**config.mk**
```make
export PLATFORM = sky130hd
export DESIGN_NAME = spi_periph_bridge
export DESIGN_NICKNAME = d
export VERILOG_FILES = /design/src/rtl/spi_bridge_pkg.sv /design/src/rtl/spi_periph_bridge.sv
export SDC_FILE = /design/constraint.sdc
export NUM_CORES = 1
export LEC_CHECK = 0
export ABC_CLOCK_PERIOD_IN_PS = 2100
export CAP_MARGIN = 25
export CORE_MARGIN = 1.5
export CORE_UTILIZATION = 56
export CTS_CLUSTER_SIZE = 8
export DETAILED_ROUTE_END_ITERATION = 10
export DONT_BUFFER_PORTS = 1
export PLACE_DENSITY = 0.74
export SETUP_SLACK_MARGIN = 0.05
export SYNTH_ARGS = -nofsm -noshare
export SYNTH_HDL_FRONTEND = slang
export SYNTH_SLANG_ARGS = --single-unit
```
**constraint.sdc**
```tcl
create_clock -name clk -period 2.1 [get_ports clk]
set_clock_uncertainty 0.15 [all_clocks]
set_input_delay 0.21 -clock clk [delete_from_list [all_inputs] [get_ports clk]]
set_output_delay 0.21 -clock clk [all_outputs]
set_load 0.005 [all_outputs]
```
**src/rtl/spi_bridge_pkg.sv**
```systemverilog
// Shared types for the SPI register front end to peripheral bus bridge:
// FSM state encoding and the bus width codes.
package spi_bridge_pkg;

    typedef enum logic [1:0] {
        IDLE      = 2'd0,
        WRITE     = 2'd1,
        READ_WAIT = 2'd2,
        READ_HOLD = 2'd3
    } bridge_state_t;

    localparam logic [1:0] WIDTH_BYTE = 2'b00;
    localparam logic [1:0] WIDTH_HALF = 2'b01;
    localparam logic [1:0] WIDTH_WORD = 2'b10;
    localparam logic [1:0] WIDTH_NONE = 2'b11;

endpackage

```
**src/rtl/spi_periph_bridge.sv**
```systemverilog
// Bridges SPI register-front-end strobes onto a width-coded peripheral bus,
// with a bounded read wait and a sticky timeout flag.
//
// state     | meaning
// IDLE      | waiting for a write strobe or a rising read request
// WRITE     | data_write_n driven with the captured width for one cycle
// READ_WAIT | data_read_n driven until data_ready or timeout
// READ_HOLD | result held until the front end drops reg_addr_v
module spi_periph_bridge
    import spi_bridge_pkg::*;
#(
    parameter int ADDR_W  = 6,
    parameter int REG_W   = 32,
    parameter int TIMEOUT = 255
) (
    input  logic              clk,
    input  logic              rstb,
    input  logic              ena,
    input  logic [ADDR_W-1:0] reg_addr,
    input  logic              reg_addr_v,
    input  logic [REG_W-1:0]  reg_data_o,
    input  logic              reg_data_o_dv,
    input  logic [1:0]        txn_width,
    output logic [REG_W-1:0]  reg_data_i,
    output logic [ADDR_W-1:0] address,
    output logic [REG_W-1:0]  data_in,
    output logic [1:0]        data_write_n,
    output logic [1:0]        data_read_n,
    input  logic [REG_W-1:0]  data_out,
    input  logic              data_ready,
    output logic              timeout_err
);

    localparam logic [7:0]       TMO_CNT   = 8'(TIMEOUT);
    localparam logic [REG_W-1:0] MASK_BYTE = REG_W'(8'hFF);
    localparam logic [REG_W-1:0] MASK_HALF = REG_W'(16'hFFFF);

    bridge_state_t    state;
    logic [1:0]       width;
    logic [7:0]       cnt;
    logic             addr_v_q;
    logic             rd_rise;
    logic             wr_req;
    logic             rd_req;
    logic [7:0]       cnt_nxt;
    logic [REG_W-1:0] rd_masked;

    // Reads start only on the first cycle of reg_addr_v so a held strobe
    // cannot re-trigger after the bridge returns to IDLE.
    assign rd_rise = reg_addr_v & ~addr_v_q;
    assign wr_req  = reg_data_o_dv && (txn_width != WIDTH_NONE);
    assign rd_req  = rd_rise && (txn_width != WIDTH_NONE);
    assign cnt_nxt = cnt + 8'd1;

    always_comb begin
        rd_masked = data_out;
        case (width)
            WIDTH_BYTE: rd_masked = data_out & MASK_BYTE;
            WIDTH_HALF: rd_masked = data_out & MASK_HALF;
            default:    rd_masked = data_out;
        endcase
    end

    always_ff @(posedge clk or negedge rstb) begin
        if (!rstb) begin
            state        <= IDLE;
            width        <= WIDTH_NONE;
            cnt          <= 8'd0;
            addr_v_q     <= 1'b0;
            address      <= '0;
            data_in      <= '0;
            data_write_n <= WIDTH_NONE;
            data_read_n  <= WIDTH_NONE;
            reg_data_i   <= '0;
            timeout_err  <= 1'b0;
        end else if (ena) begin
            addr_v_q <= reg_addr_v;
            case (state)
                IDLE: begin
                    // A write in the same cycle as a read request wins.
                    if (wr_req) begin
                        state        <= WRITE;
                        address      <= reg_addr;
                        data_in      <= reg_data_o;
                        width        <= txn_width;
                        data_write_n <= txn_width;
                    end else if (rd_req) begin
                        state       <= READ_WAIT;
                        address     <= reg_addr;
                        width       <= txn_width;
                        data_read_n <= txn_width;
                        cnt         <= 8'd0;
                    end
                end
                WRITE: begin
                    data_write_n <= WIDTH_NONE;
                    state        <= IDLE;
                end
                READ_WAIT: begin
                    // data_ready in the final allowed cycle still counts as success.
                    if (data_ready) begin
                        reg_data_i  <= rd_masked;
                        timeout_err <= 1'b0;
                        data_read_n <= WIDTH_NONE;
                        state       <= READ_HOLD;
                    end else if (cnt_nxt == TMO_CNT) begin
                        cnt         <= cnt_nxt;
                        reg_data_i  <= '0;
                        timeout_err <= 1'b1;
                        data_read_n <= WIDTH_NONE;
                        state       <= READ_HOLD;
                    end else begin
                        cnt <= cnt_nxt;
                    end
                end
                READ_HOLD: begin
                    if (!reg_addr_v) state <= IDLE;
                end
                default: state <= IDLE;
            endcase
        end
    end

endmodule

```
**Word-level counts from Yosys, hierarchy flattened**

Index checks and enable logic that the tools add are counted.

- Equality and inequality tests: 13
- Reductions and logical operators: 15
- Add/sub/neg operators: 1
- Bitwise logic cells: 2
- Multiplexer cells: 23

Operator list:

| operator | number |
|---|---|
| 32-bit two-way mux | 2 |
| 32-bit one-hot mux with 2 select lines | 1 |
| 8-bit two-way mux | 3 |
| 2-bit two-way mux | 9 |
| 8-bit one-hot mux with 2 select lines | 1 |
| 6-bit two-way mux | 2 |
| 2-bit inequality test (second input constant) | 6 |
| 3-bit AND reduction | 4 |
| 5-bit AND reduction | 2 |
| 8-bit by 1-bit adder with 8-bit output (second input constant) | 1 |
| 8-bit == test (second input constant) | 1 |
| 2-bit one-hot mux with 2 select lines | 2 |
| 2-bit one-hot mux with 4 select lines | 1 |
| 2-bit nonzero test | 4 |
| 3-bit inequality test (second input constant) | 2 |
| 2-bit by 1-bit == test with 1-bit output (second input constant) | 2 |
| 2-bit == test (second input constant) | 2 |
| 2-bit zero test | 2 |
| 4-bit AND reduction | 1 |
| 1-bit logical AND | 2 |
| 1-bit two-way mux | 2 |
| 1-bit AND | 1 |
| 1-bit NOT | 1 |

- Word-level logic and storage cells: 64
- Input port bits: 78
- Output and inout port bits: 75
- Register bits: 88

**Longest topological paths before layout**

Gate-level depths: netlist of the first run.

- Depth after elaboration: 6
- Mapped depth: 9
- Depth with buffers taken out: 7

**Least setup slack after synthesis of the first run**

No wires, ideal clock.

- Path type: register to register
- From: reg cnt[0]
- To: reg reg_data_i[11]
- Cell stages (with the launch flop): 8
- Clock period less this slack: 2.062 ns
- Buffers on the path: 1
- Library setup time: 0.121 ns
- Data arrival time: 1.791 ns
- Slack: 0.038 ns
- Required time: 1.829 ns
- Path through: dfrtp_1 ha_1 nor4bb_1 a22oi_1 o21ai_2 o2111ai_4 buf_6 a22o_1

- Cells in the longest elaborated chain, start to end: 4

Ends and longest elaborated chain:

| item | RTL line | text |
|---|---|---|
| start, declared | spi_periph_bridge.sv:40 | `logic [7:0] cnt;` |
| start signal, assigned | spi_periph_bridge.sv:107 | `cnt <= cnt_nxt;` |
| start signal, assigned | spi_periph_bridge.sv:113 | `cnt <= cnt_nxt;` |
| 8-bit by 1-bit adder with 8-bit output | spi_periph_bridge.sv:53 | `assign cnt_nxt = cnt + 8'd1;` |
| 8-bit == test | spi_periph_bridge.sv:106 | `end else if (cnt_nxt == TMO_CNT) begin` |
| 2-bit nonzero test (no source line) | -- |  |
| 3-bit AND reduction (no source line) | -- |  |
| end signal, assigned | spi_periph_bridge.sv:102 | `reg_data_i <= rd_masked;` |
| end, declared | spi_periph_bridge.sv:24 | `output logic [REG_W-1:0] reg_data_i,` |

Every way passes these cells.
A chain may end at the register's enable or synchronous reset.

**Worst setup path in the final report of the first run**

- From: reg cnt[0]
- To: reg reg_data_i[29]

Same word-level chain as after synthesis.

==> run_results.csv, run 1 <==
group,metric,value,unit
clock_network,clk_path_buf_depth,2,
setup_path,cp_cell_sequence,"ha_4, nor4bb_1, a22oi_1, o21ai_2, o2111ai_4, buf_6, a22o_1",
clock_network,cts_tree,"built",
yosys,ys_top_cells_by_area,"dfrtp_1 (55%), mux2_2 (12%), a22o_1 (7.6%)",
grt,grt_remaining_overflow,0,
sta,tightest_slew,0.414,ns
yosys,post-synth-top-area-cell,"dfrtp_1",
yosys,synth-seq-cells,88,
yosys,ys_seq_area_share,59.6,%
die,core-area,6390,um^2
yosys,synthArstFlopShare,100,%
setup_path,rr_endpoint,"reg_data_i[29]",
detailed_routing,drt-total-wl,8900,um
sta,max_freq,0.478,GHz
setup_path,r2r_start,"cnt[0]",
detailed_routing,wl_met1,3430,um
detailed_routing,top_layer_used,"met4",
setup_path,path_class,"flip-flop to flip-flop",
sta,report.final.setup_viol,0,
yosys,synthCells,282,
sta,whs,-0.613,ns
yosys,synth_fp_nets,362,
setup_path,cp_max_fo,18,
clock_network,cts_buffers,9,
detailed_routing,routedWlPerCell,19.7,um
clock_network,clock-root-buffer,"clkbuf_8",
detailed_routing,ant_nets,0,
clock_network,clk_pin_slew_worst_paths,0.10,ns
yosys,synth_edf_count,0,
setup_path,rr_worst_depth,7,
detailed_routing,drc_errors,0,
yosys,netlist-cell-type-count,42,
setup_path,cp-end-kind,"flip-flop",
clock_network,clock_sinks,88,
setup_path,slowest_stage,"dfrtp_1",
run,maxCapViolations,0,
grt,grt_pass1_vias,2767,
grt,grt_max_degree,89,
sta,maxSlewHeadroom,72.3,%
clock_network,htree_levels,3,
yosys,yosysWarnings,0,
setup_path,required,2.17,ns
die,die_area,7120,um^2
sta,finalHoldViolCount,88,
setup_path,crit_path_start_kind,"flip-flop",
setup_path,max_stage_delay,0.45,ns
finish,area_growth,28.9,%
detailed_routing,num_vias,2711,
sta,min_period,2.09,ns
status,status,"finished with violations",
status,violations,"hold timing",
die,io_pins,153,
setup_path,cp_num_cells,7,
pwr,vdd_ir_drop_max,828,uV
detailed_routing,via_per_inst,6.00,
detailed_routing,dr.pass1.iters,4,
pwr,powerDensity,1190,nW/um^2
clock_network,hold_buffers,77,
yosys,synth.avg_cell_area,13.1,um^2
sta,slew_viol_final,0,
die,die_h,84.4,um
finish,nNetsFinal,450,
worst_hold_path,hold_path_class,"input port to asynchronous set/reset pin",
setup_path,reg2reg_slack,0.008,ns
placed_design,place.gp.congestion,0.857,
finish,antenna_cells,0,
grt,antenna_found_initial,0,
placed_design,dp_hpwl,5480,um
die,die_w,84.4,um
clock_network,worstSkewPairLatency,0.35,ns
grt,grt_pass1_wl,14100,um
yosys,yosys.area.top_type_share,55.3,%
setup_path,crit_family,"compound AO/OA/AOI/OAI gates",
sta,rsz0062_at_grt,"yes",
grt,grt_usage,25.5,%
setup_path,cp.arrival,2.17,ns
yosys,synth-main-ff-cell,"dfrtp_1",
sta,fin_crit_sh,99.6,%
detailed_routing,wl_met3,854,um
yosys,netlist_area,3710,um^2
placed_design,io_buffers,0,
finish,drive_gt1_share,22.7,%
detailed_routing,drt-initial-drc-count,138,
finish,final_core_util,74.8,%
setup_path,crit_buf_inv,1,
die,start_util,58.1,%
detailed_routing,routed-wl-met2,4400,um
pwr,p_leak,2.14,nW
die,row_count,29,
## per-stage QoR
stage	setup slack (ns)	instances	power, mW	cell area (um^2)	setup TNS (ns)
after floorplan	0.0908	282	4.05	3710	0
after global placement	0.0686	358	4.36	3800	0
after detailed placement	-0.00364	358	4.45	3800	-0.00364
after CTS	0.00312	452	5.67	4760	0
after global routing	-0.0768	452	6.02	4780	-1.17
final	0.00797	452	5.71	4780	0
## timing repair
item                       in CTS  in global routing
gates resized for setup         1                  2
hold endpoints to repair      168                 88
setup endpoints to repair      28                 33
buffers inserted                1                  0
gates cloned                    0                  0
## where the power goes
| part | switching [mW] | leakage, nW | internal, mW | total (mW) |
|---|---|---|---|---|
| clock network | 0.628 | 0.0892 | 0.447 | 1.08 |
| logic | 0.602 | 0.979 | 0.873 | 1.48 |
| registers | 0.685 | 1.07 | 2.47 | 3.15 |
| total | 1.92 | 2.14 | 3.79 | 5.71 |
## layout make-up
class,instances,area [um^2]
repair buffers,92,900
clock inverters,6,50.0
clock buffers,10,128
flip-flops and latches,88,2210
fillers,422,1610
well taps,77,96.3
inverters,5,18.8
multi-input cells,174,1380
## sequential cells by signal, indices dropped and copies added (netlist names)
register	flops
cnt	8
width	2
data_write_n	2
address	6
timeout_err	1
data_in	32
reg_data_i	32
addr_v_q	1
data_read_n	2
state	2
## cell usage after synthesis (2+ instances only)
cell,count
dfrtp_1,82
mux2_2,41
a22o_1,32
nand2_1,14
nor2_1,13
o21ai_0,9
a31oi_1,7
a21oi_1,6
buf_6,6
dfstp_2,6
nor3_1,6
buf_2,5
inv_1,5
nand3_1,5
and2_1,4
nand2b_1,4
buf_4,3
nor2b_1,3
and3_1,2
ha_1,2
nand3b_1,2
nor2_2,2
nor4_1,2
o22a_1,2
o41a_1,2
## worst max-delay path by stage
| stage | startpoint | slack, ns | endpoint |
|---|---|---|---|
| after CTS | cnt[0] | 0.003 | reg_data_i[8] |
| after global routing | cnt[0] | -0.08 | reg_data_i[8] |
| final | cnt[0] | 0.008 | reg_data_i[29] |
| after detailed placement | cnt[1] | -0.004 | reg_data_i[18] |
| after floorplan | cnt[0] | 0.09 | reg_data_i[11] |
| after global placement | cnt[0] | 0.07 | reg_data_i[4] |
## cell usage in the layout, fill, tap and decap left out, types with 2 or more instances in the layout
master          n
a21oi_1         6
a22o_1         32
a31oi_1         7
and2_1          4
and3_1          2
buf_4          13
clkbuf_8        9
dfrtp_1        82
dfstp_2         6
dlygate4sd3_1  77
inv_1           5
inv_6           2
mux2_2         41
nand2_1        14
nand2b_1        4
nand3_1         5
nand3b_1        2
nor2_1         13
nor2_2          2
nor2b_1         3
nor3_1          6
nor4_1          2
o21ai_0         9
o21ai_2         2
o22a_1          2
o41a_1          2
## metal layers
layer	vias up	GRT usage (%)
li1	1215	-
met1	1313	30.7
met2	161	42.5
met3	22	7.28
met4	0	12.5
met5	-	0
## cell families (layout without fill, tap and decap cells)
| logic type | Yosys count | count (layout) | share of synthesized area [%] |
|---|---|---|---|
| fa+ha+maj | 2 | 2 | 0.675 |
| xor+xnor | 1 | 1 | 0.236 |
| compound gates | 65 | 65 | 13.8 |
| flops | 88 | 88 | 59.6 |
| simple gates | 64 | 64 | 9.08 |
| mux | 42 | 42 | 12.9 |
| buf+inv | 20 | 113 | 3.71 |
Power figures use the tool's default switching activity.
==> run 2: changes to the inputs <==
Settings changed: ABC_AREA from default to 1, RECOVER_POWER from default to 50.
==> run_results.csv, run 2 <==
group,metric,value,unit
yosys,synth_compound_area_share,6.68,%
yosys,synth-simple-area-share,26.4,%
setup_path,path_common_cell,"nand2_1",
die,io_pins,153,
detailed_routing,drc_errors,0,
finish,final_cell_mix,"nand2_1 (211), dfrtp_1 (79), dlygate4sd3_1 (75), inv_1 (21), o21ai_0 (21)",
detailed_routing,num_vias,3203,
placed_design,dp_hpwl,5280,um
finish,antenna_cells,0,
yosys,muxShareOfSynthArea,1.82,%
finish,nNetsFinal,584,
clock_network,cts_tree,"built",
yosys,post-synth-top-area-cell,"dfrtp_1",
yosys,yosysWarnings,0,
yosys,synth_top_family_by_area,"simple AND/OR/NAND/NOR gates",
setup_path,slowest_stage,"dfrtp_2",
grt,grt_usage,26.4,%
die,die_w,84.4,um
die,start_util,58.0,%
yosys,synth.avg_cell_area,8.70,um^2
run,maxCapViolations,0,
yosys,synthCells,426,
setup_path,cp_cell_sequence,"ha_4, inv_1, nand2_1, nand2_1, nor2_1, nand2_1, nor2_2, nand2_1, nand2_2, nand2_4, clkbuf_16, nand2_1, o21ai_1",
finish,reg.largest.list,"data_in x32, reg_data_i x32, cnt x8",
clock_network,cts_buffers,9,
detailed_routing,drt-initial-drc-count,188,
detailed_routing,routedWlPerCell,16.5,um
yosys,synth_edf_count,0,
sta,finalHoldViolCount,88,
sta,setup_slack,0.146,ns
yosys,synth-seq-cells,88,
grt,grt_max_degree,89,
detailed_routing,dr.pass1.iters,4,
detailed_routing,ant_nets,0,
yosys,ys_top_cells_by_area,"dfrtp_1 (55%), nand2_1 (22%), dfstp_2 (4.3%)",
placed_design,postPlaceCellArea,3760,um^2
placed_design,place.gp.congestion,0.942,
detailed_routing,drt-total-wl,9690,um
setup_path,required,2.19,ns
pwr,p_leak,2.36,nW
die,die_h,84.4,um
pwr,powerDensity,1200,nW/um^2
status,status,"finished with violations",
yosys,synth_fp_nets,506,
sta,maxSlewHeadroom,65.5,%
clock_network,worstSkewPairLatency,0.35,ns
yosys,synthArstFlopShare,100,%
setup_path,rr_endpoint,"reg_data_i[19]",
setup_path,cp-end-kind,"flip-flop",
placed_design,pre_cts_ws,0.0521,ns
detailed_routing,via_per_inst,5.47,
finish,drive_gt1_share,11.0,%
sta,rsz0062_at_grt,"yes",
yosys,netlist_area,3710,um^2
grt,grt_remaining_overflow,0,
setup_path,cp.arrival,2.04,ns
setup_path,crit_path_start_kind,"flip-flop",
finish,area_growth,31.7,%
placed_design,io_buffers,0,
sta,fin_crit_sh,93.0,%
pwr,power,5.83,mW
clock_network,clk_pin_slew_worst_paths,0.09,ns
grt,antenna_found_initial,0,
grt,grt_pass1_wl,14700,um
sta,max_freq,0.512,GHz
sta,tightest_slew,0.515,ns
grt,grt_pass1_vias,3096,
setup_path,cp_max_fo,14,
setup_path,rr_worst_depth,13,
clock_network,clock_sinks,88,
setup_path,max_stage_delay,0.45,ns
finish,final_cell_area,4880,um^2
yosys,yosys.area.top_type_share,55.4,%
yosys,ys_seq_area_share,59.6,%
clock_network,clk_path_buf_depth,2,
sta,report.final.setup_viol,0,
yosys,synth-main-ff-cell,"dfrtp_1",
sta,tns,0,ns
clock_network,clock-root-buffer,"clkbuf_8",
status,violations,"hold timing",
die,core-area,6390,um^2
sta,min_period,1.95,ns
die,die_area,7110,um^2
setup_path,reg2reg_slack,0.15,ns
die,row_count,29,
yosys,synthXorXnorAreaFrac,0,%
yosys,synth_common_cells,"nand2_1 (213), dfrtp_1 (82), o21ai_0 (22)",
yosys,netlist-cell-type-count,25,
clock_network,htree_levels,3,
worst_hold_path,hold_path_class,"input port to asynchronous set/reset pin",
yosys,yosysMostFrequentCell,"nand2_1",
sta,whs,-0.611,ns
setup_path,r2r_start,"cnt[0]",
finish,final_common_cell,"nand2_1",
sta,slew_viol_final,0,
setup_path,path_class,"flip-flop to flip-flop",
yosys,synthAdderAreaFrac,0.675,%
clock_network,hold_buffers,75,
pwr,vdd_ir_drop_max,741,uV
-- run 2: layout make-up --
type,instances,area (um^2)
clock buffer,10,138
clock inverter,6,115
fill,426,1510
inverter,24,92.6
multi-input combinational,299,1360
sequential,88,2210
tap,77,96.3
timing repair buffer,82,867
-- run 2: logic make-up (layout without fill, tap and decap cells) --
kind of cell | count (synthesis) | after routing
and+or+nand+nor | 248 | 248
DFF | 88 | 88
AOI/OAI and AO/OA | 43 | 43
buffers and inverters | 39 | 122
muxes | 6 | 6
adders and majority gates | 2 | 2
-- run 2: repair_timing --
action	CTS	global route
buffers inserted	0	1
pin swaps	0	5
cloned	0	3
endpoints found under the setup margin	1	37
gates resized for setup	1	13
endpoints found under the hold margin	168	88
-- run 2: worst max path at each step --
stage,from,end,slack [ns],cells after the start
floorplan,cnt[0],reg_data_i[22],0.26,13
global placement,cnt[0],reg_data_i[12],0.24,12
detailed placement,cnt[0],reg_data_i[12],0.05,10
CTS,cnt[0],reg_data_i[27],0.08,11
global route,cnt[0],reg_data_i[16],0.0002,13
finish,cnt[0],reg_data_i[19],0.15,13
-- run 2: power breakdown --
part           total [mW]  internal [mW]  switching (mW)
logic                1.32          0.574           0.750
registers            3.08           2.45           0.627
clock network        1.43          0.829           0.603
total                5.83           3.85            1.98
-- run 2: metal layers --
metal / up-vias / routed length [um] / share of wire [%] / global-route usage [%]
li1: 1499 / - / - / -
met1: 1528 / 3760 / 39 / 31.3
met2: 158 / 4880 / 50 / 44.5
met3: 18 / 861 / 8.9 / 9.24
met4: 0 / 176 / 1.8 / 10.1
met5: - / 0 / 0 / 0
-- run 2: per-stage QoR --
stage	hold WS, ns	util (%)	cells
2_1_floorplan	-0.236	-	426
3_3_place_gp	-0.234	58.9	491
3_5_place_dp	-0.234	58.9	491
4_1_cts	-0.623	74.6	582
5_1_grt	-0.639	76.4	586
6_report	-0.611	76.4	586
-- run 2: critical path: cells and delay by family (launching register included) --
kind,cells,cell delay (ns)
adders and majority gates,1,0.17
buffers and inverters,2,0.25
and+or+nand+nor,9,0.76
DFF,1,0.45
AOI/OAI and AO/OA,1,0.08
==> run 3: changes to the inputs <==
Settings changed: ABC_CLOCK_PERIOD_IN_PS 2100 to 2050, CORE_UTILIZATION 56 to 62, PLACE_DENSITY 0.74 to 0.78, SETUP_SLACK_MARGIN 0.05 to 0.5, SKIP_LAST_GASP from default to 1.
Clock period 2.1 ns to 2.05 ns, I/O delays scaled along.
==> run_results.csv, run 3 <==
group,metric,value,unit
yosys,synth-main-ff-cell,"dfrtp_1",
die,row_count,27,
yosys,synthArstFlopShare,100,%
status,status,"aborted with a tool error",
yosys,synth_edf_count,0,
grt,grt_max_degree,89,
die,start_util,65.7,%
clock_network,clk_path_buf_depth,2,
sta,worst_endpoint,"reg_data_i[11]$_DFFE_PN0P_/D",
yosys,ys_seq_area_share,59.6,%
die,die_w,80.3,um
yosys,yosysWarnings,0,
status,error,"[ERROR DPL-0038] Utilization greater than 100%, impossible to legalize",
yosys,post-synth-top-area-cell,"dfrtp_1",
clock_network,htree_levels,3,
sta,timing.worst_endpoint.kind,"register data pin",
yosys,ys_top_cells_by_area,"dfrtp_1 (55%), nand2_1 (22%), dfstp_2 (4.3%)",
yosys,synth.avg_cell_area,8.70,um^2
clock_network,clock_sinks,88,
placed_design,io_buffers,0,
die,io_pins,153,
placed_design,place.gp.congestion,0.944,
yosys,synthCells,426,
yosys,synth-seq-cells,88,
clock_network,cts_buffers,9,
yosys,netlist-cell-type-count,25,
placed_design,pre_cts_ws,0.108,ns
yosys,yosys.area.top_type_share,55.4,%
clock_network,clock-root-buffer,"clkbuf_8",
placed_design,dp_hpwl,5380,um
yosys,yosysMostFrequentCell,"nand2_1",
status,failed_stage,"global routing (5_1_grt)",
yosys,netlist_area,3710,um^2
yosys,synth_fp_nets,506,
die,die_h,80.3,um
yosys,synth_common_cells,"nand2_1 (213), dfrtp_1 (82), o21ai_0 (22)",
placed_design,postPlaceCellArea,3750,um^2
run 3: cell counts after synthesis:
No cell type changed its count.
run 3: repair_timing:
item / CTS
cloned: 7
hold buffers: 74
pin swaps: 23
hold endpoints to repair: 168
gates resized for setup: 61
buffers inserted: 10
endpoints found under the setup margin: 84
run 3: cells by family after synthesis:
family / count (synthesis) / share of synthesized area (%)
flip-flops: 88 / 59.6
multiplexers: 6 / 1.82
buffers and inverters: 39 / 4.76
adder cells (fa/ha/maj): 2 / 0.675
AND/OR/NAND/NOR: 248 / 26.4
AO/OA/AOI/OAI: 43 / 6.68
run 3: stage by stage:
stage	std cells	hold slack [ns]
2_1_floorplan	426	-0.241
3_3_place_gp	486	-0.238
3_5_place_dp	486	-0.238
4_1_cts	593	-0.615
==> run 4: changes to the inputs <==
Settings changed: CORE_UTILIZATION 62 to 40, CTS_CLUSTER_SIZE 8 to default, PLACE_DENSITY 0.78 to default, PLACE_DENSITY_LB_ADDON from default to 0.15, SETUP_SLACK_MARGIN 0.5 to default.
==> run_results.csv, run 4 (synthesized netlist as in run 2, its figures left out) <==
group,metric,value,unit
finish,nNetsFinal,586,
pwr,combPwrFrac,23.4,%
finish,reg.largest.list,"data_in x32, reg_data_i x32, cnt x8",
clock_network,worstSkewPairLatency,0.35,ns
pwr,switching_share,35.1,%
grt,grtUsageMet1,21.9,%
grt,grt_usage,18.4,%
run,maxCapViolations,0,
detailed_routing,ant_nets,0,
sta,report.final.setup_viol,0,
placed_design,postPlaceCellArea,3800,um^2
grt,antenna_found_initial,0,
finish,final_cell_mix,"nand2_1 (211), dfrtp_1 (81), dlygate4sd3_1 (75), inv_1 (21), o21ai_0 (20)",
pwr,p_leak,2.34,nW
detailed_routing,routedWlPerCell,15.1,um
placed_design,io_buffers,0,
clock_network,htree_levels,3,
setup_path,cp_max_fo,19,
pwr,power,5.70,mW
clock_network,cts_buffers,9,
sta,fin_crit_sh,94.6,%
pwr,switchingPower,2.00,mW
pwr,p_int,3.70,mW
status,violations,"hold timing",
finish,final_cell_area,4840,um^2
detailed_routing,via_per_inst,5.01,
sta,tns,0,ns
die,start_util,41.9,%
status,status,"finished with violations",
grt,busiest_layer,"met2",
grt,use_met3,6.32,%
sta,maxSlewHeadroom,64.7,%
finish,seq_area,2210,um^2
detailed_routing,drc_errors,0,
setup_path,path_class,"flip-flop to flip-flop",
detailed_routing,num_vias,3101,
die,die_h,99.3,um
setup_path,cp-end-kind,"flip-flop",
die,io_pins,153,
die,die_area,9850,um^2
pwr,pwr-share-clk,21.5,%
sta,max_freq,0.516,GHz
finish,antenna_cells,0,
die,die_w,99.3,um
clock_network,clk_path_buf_depth,2,
placed_design,dp_hpwl,5430,um
grt,grt_pass1_wl,14500,um
sta,whs,-0.607,ns
placed_design,place.gp.congestion,0.835,
grt,grt_pass1_vias,2982,
grt,grt_use_met2,31.3,%
finish,area_growth,30.6,%
finish,multi_input_area,1340,um^2
clock_network,clock-root-buffer,"clkbuf_8",
pwr,vdd_ir_drop_max,581,uV
sta,finalHoldViolCount,88,
grt,grt_max_degree,89,
sta,tightest_slew,0.530,ns
sta,slew_viol_final,0,
setup_path,path_common_cell,"nand2_1",
finish,drive_gt1_share,10.8,%
clock_network,hold_buffers,75,
clock_network,clock_sinks,88,
setup_path,crit_path_start_kind,"flip-flop",
finish,fill_cells,794,
setup_path,max_stage_delay,0.43,ns
clock_network,cts_tree,"built",
setup_path,cp.arrival,2.04,ns
detailed_routing,drt-total-wl,9370,um
setup_path,slowest_stage,"dfrtp_1",
die,row_count,34,
detailed_routing,dr.pass1.iters,4,
setup_path,cp_cell_sequence,"ha_2, inv_1, nand2_1, nand2_1, nor2_1, nand2_1, nor2_2, nand2_2, nand2_2, nand2_4, buf_12, o21ai_0",
worst_hold_path,hold_path_class,"input port to asynchronous set/reset pin",
setup_path,required,2.15,ns
detailed_routing,drt-initial-drc-count,124,
grt,grt_remaining_overflow,0,
clock_network,clk_pin_slew_worst_paths,0.09,ns
finish,final_common_cell,"nand2_1",
pwr,powerDensity,1180,nW/um^2
sta,min_period,1.94,ns
pwr,seq_power_share,55.2,%
die,core-area,8850,um^2
-- run 4: stage by stage --
step	worst slack [ns]	utilization [%]	hold slack (ns)	cells
finish	0.111	54.7	-0.607	619
global route	-0.0267	54.7	-0.638	619
CTS	0.0965	53.8	-0.631	615
detailed placement	0.116	43.0	-0.237	524
global placement	0.161	43.0	-0.238	524
floorplan	0.214	-	-0.241	426
-- run 4: area by class of cell --
| class | instances | area share, % |
|---|---|---|
| clock buffer | 10 | 2.84 |
| clock inverter | 6 | 1.42 |
| inverter | 24 | 1.86 |
| multi-input combinational | 299 | 27.7 |
| sequential | 88 | 45.7 |
| tap | 108 | 2.79 |
| timing repair buffer | 84 | 17.7 |
-- run 4: power groups by stage --
stage | Combinational (mW) | Sequential (mW) | Clock (mW)
after CTS | 1.27 | 3.13 | 1.27
after global routing | 1.55 | 3.24 | 1.35
final | 1.33 | 3.15 | 1.22
after detailed placement | 1.16 | 3.15 | 0
after floorplan | 0.963 | 2.97 | 0
after global placement | 1.10 | 3.16 | 0
-- run 4: per-layer routing --
metal	wire length [um]	share of wire, %
met1	3890	41
met3	738	7.9
met5	0	0
met4	91	0.97
met2	4650	50
-- run 4: worst max-delay path: cells and delay by family, from the launching register on --
family,cells,cell delay (ns)
flip-flops,1,0.43
adder cells (fa/ha/maj),1,0.23
buffers and inverters,2,0.20
AO/OA/AOI/OAI,1,0.19
AND/OR/NAND/NOR,8,0.65
-- run 4: what timing repair did --
item                                   4_1_cts  5_1_grt
gates resized for setup                      0       10
endpoints found under the hold margin      168       88
setup endpoints to repair                    0       37
buffers inserted                             0        2
-- run 4: final timing paths --
path	to	from	cells after the start	slack [ns]
setup / recovery	reg_data_i[15]	cnt[1]	12	0.11
setup reg to reg	reg_data_i[15]	cnt[1]	12	0.11
min in group clk	data_read_n[1]	reg_addr_v	4	0.06
hold / removal	address[0]	rstb	0	-0.61
max in group asynchronous	data_write_n[1]	rstb	0	2.17
hold reg to reg	data_read_n[1]	data_read_n[1]	2	0.34
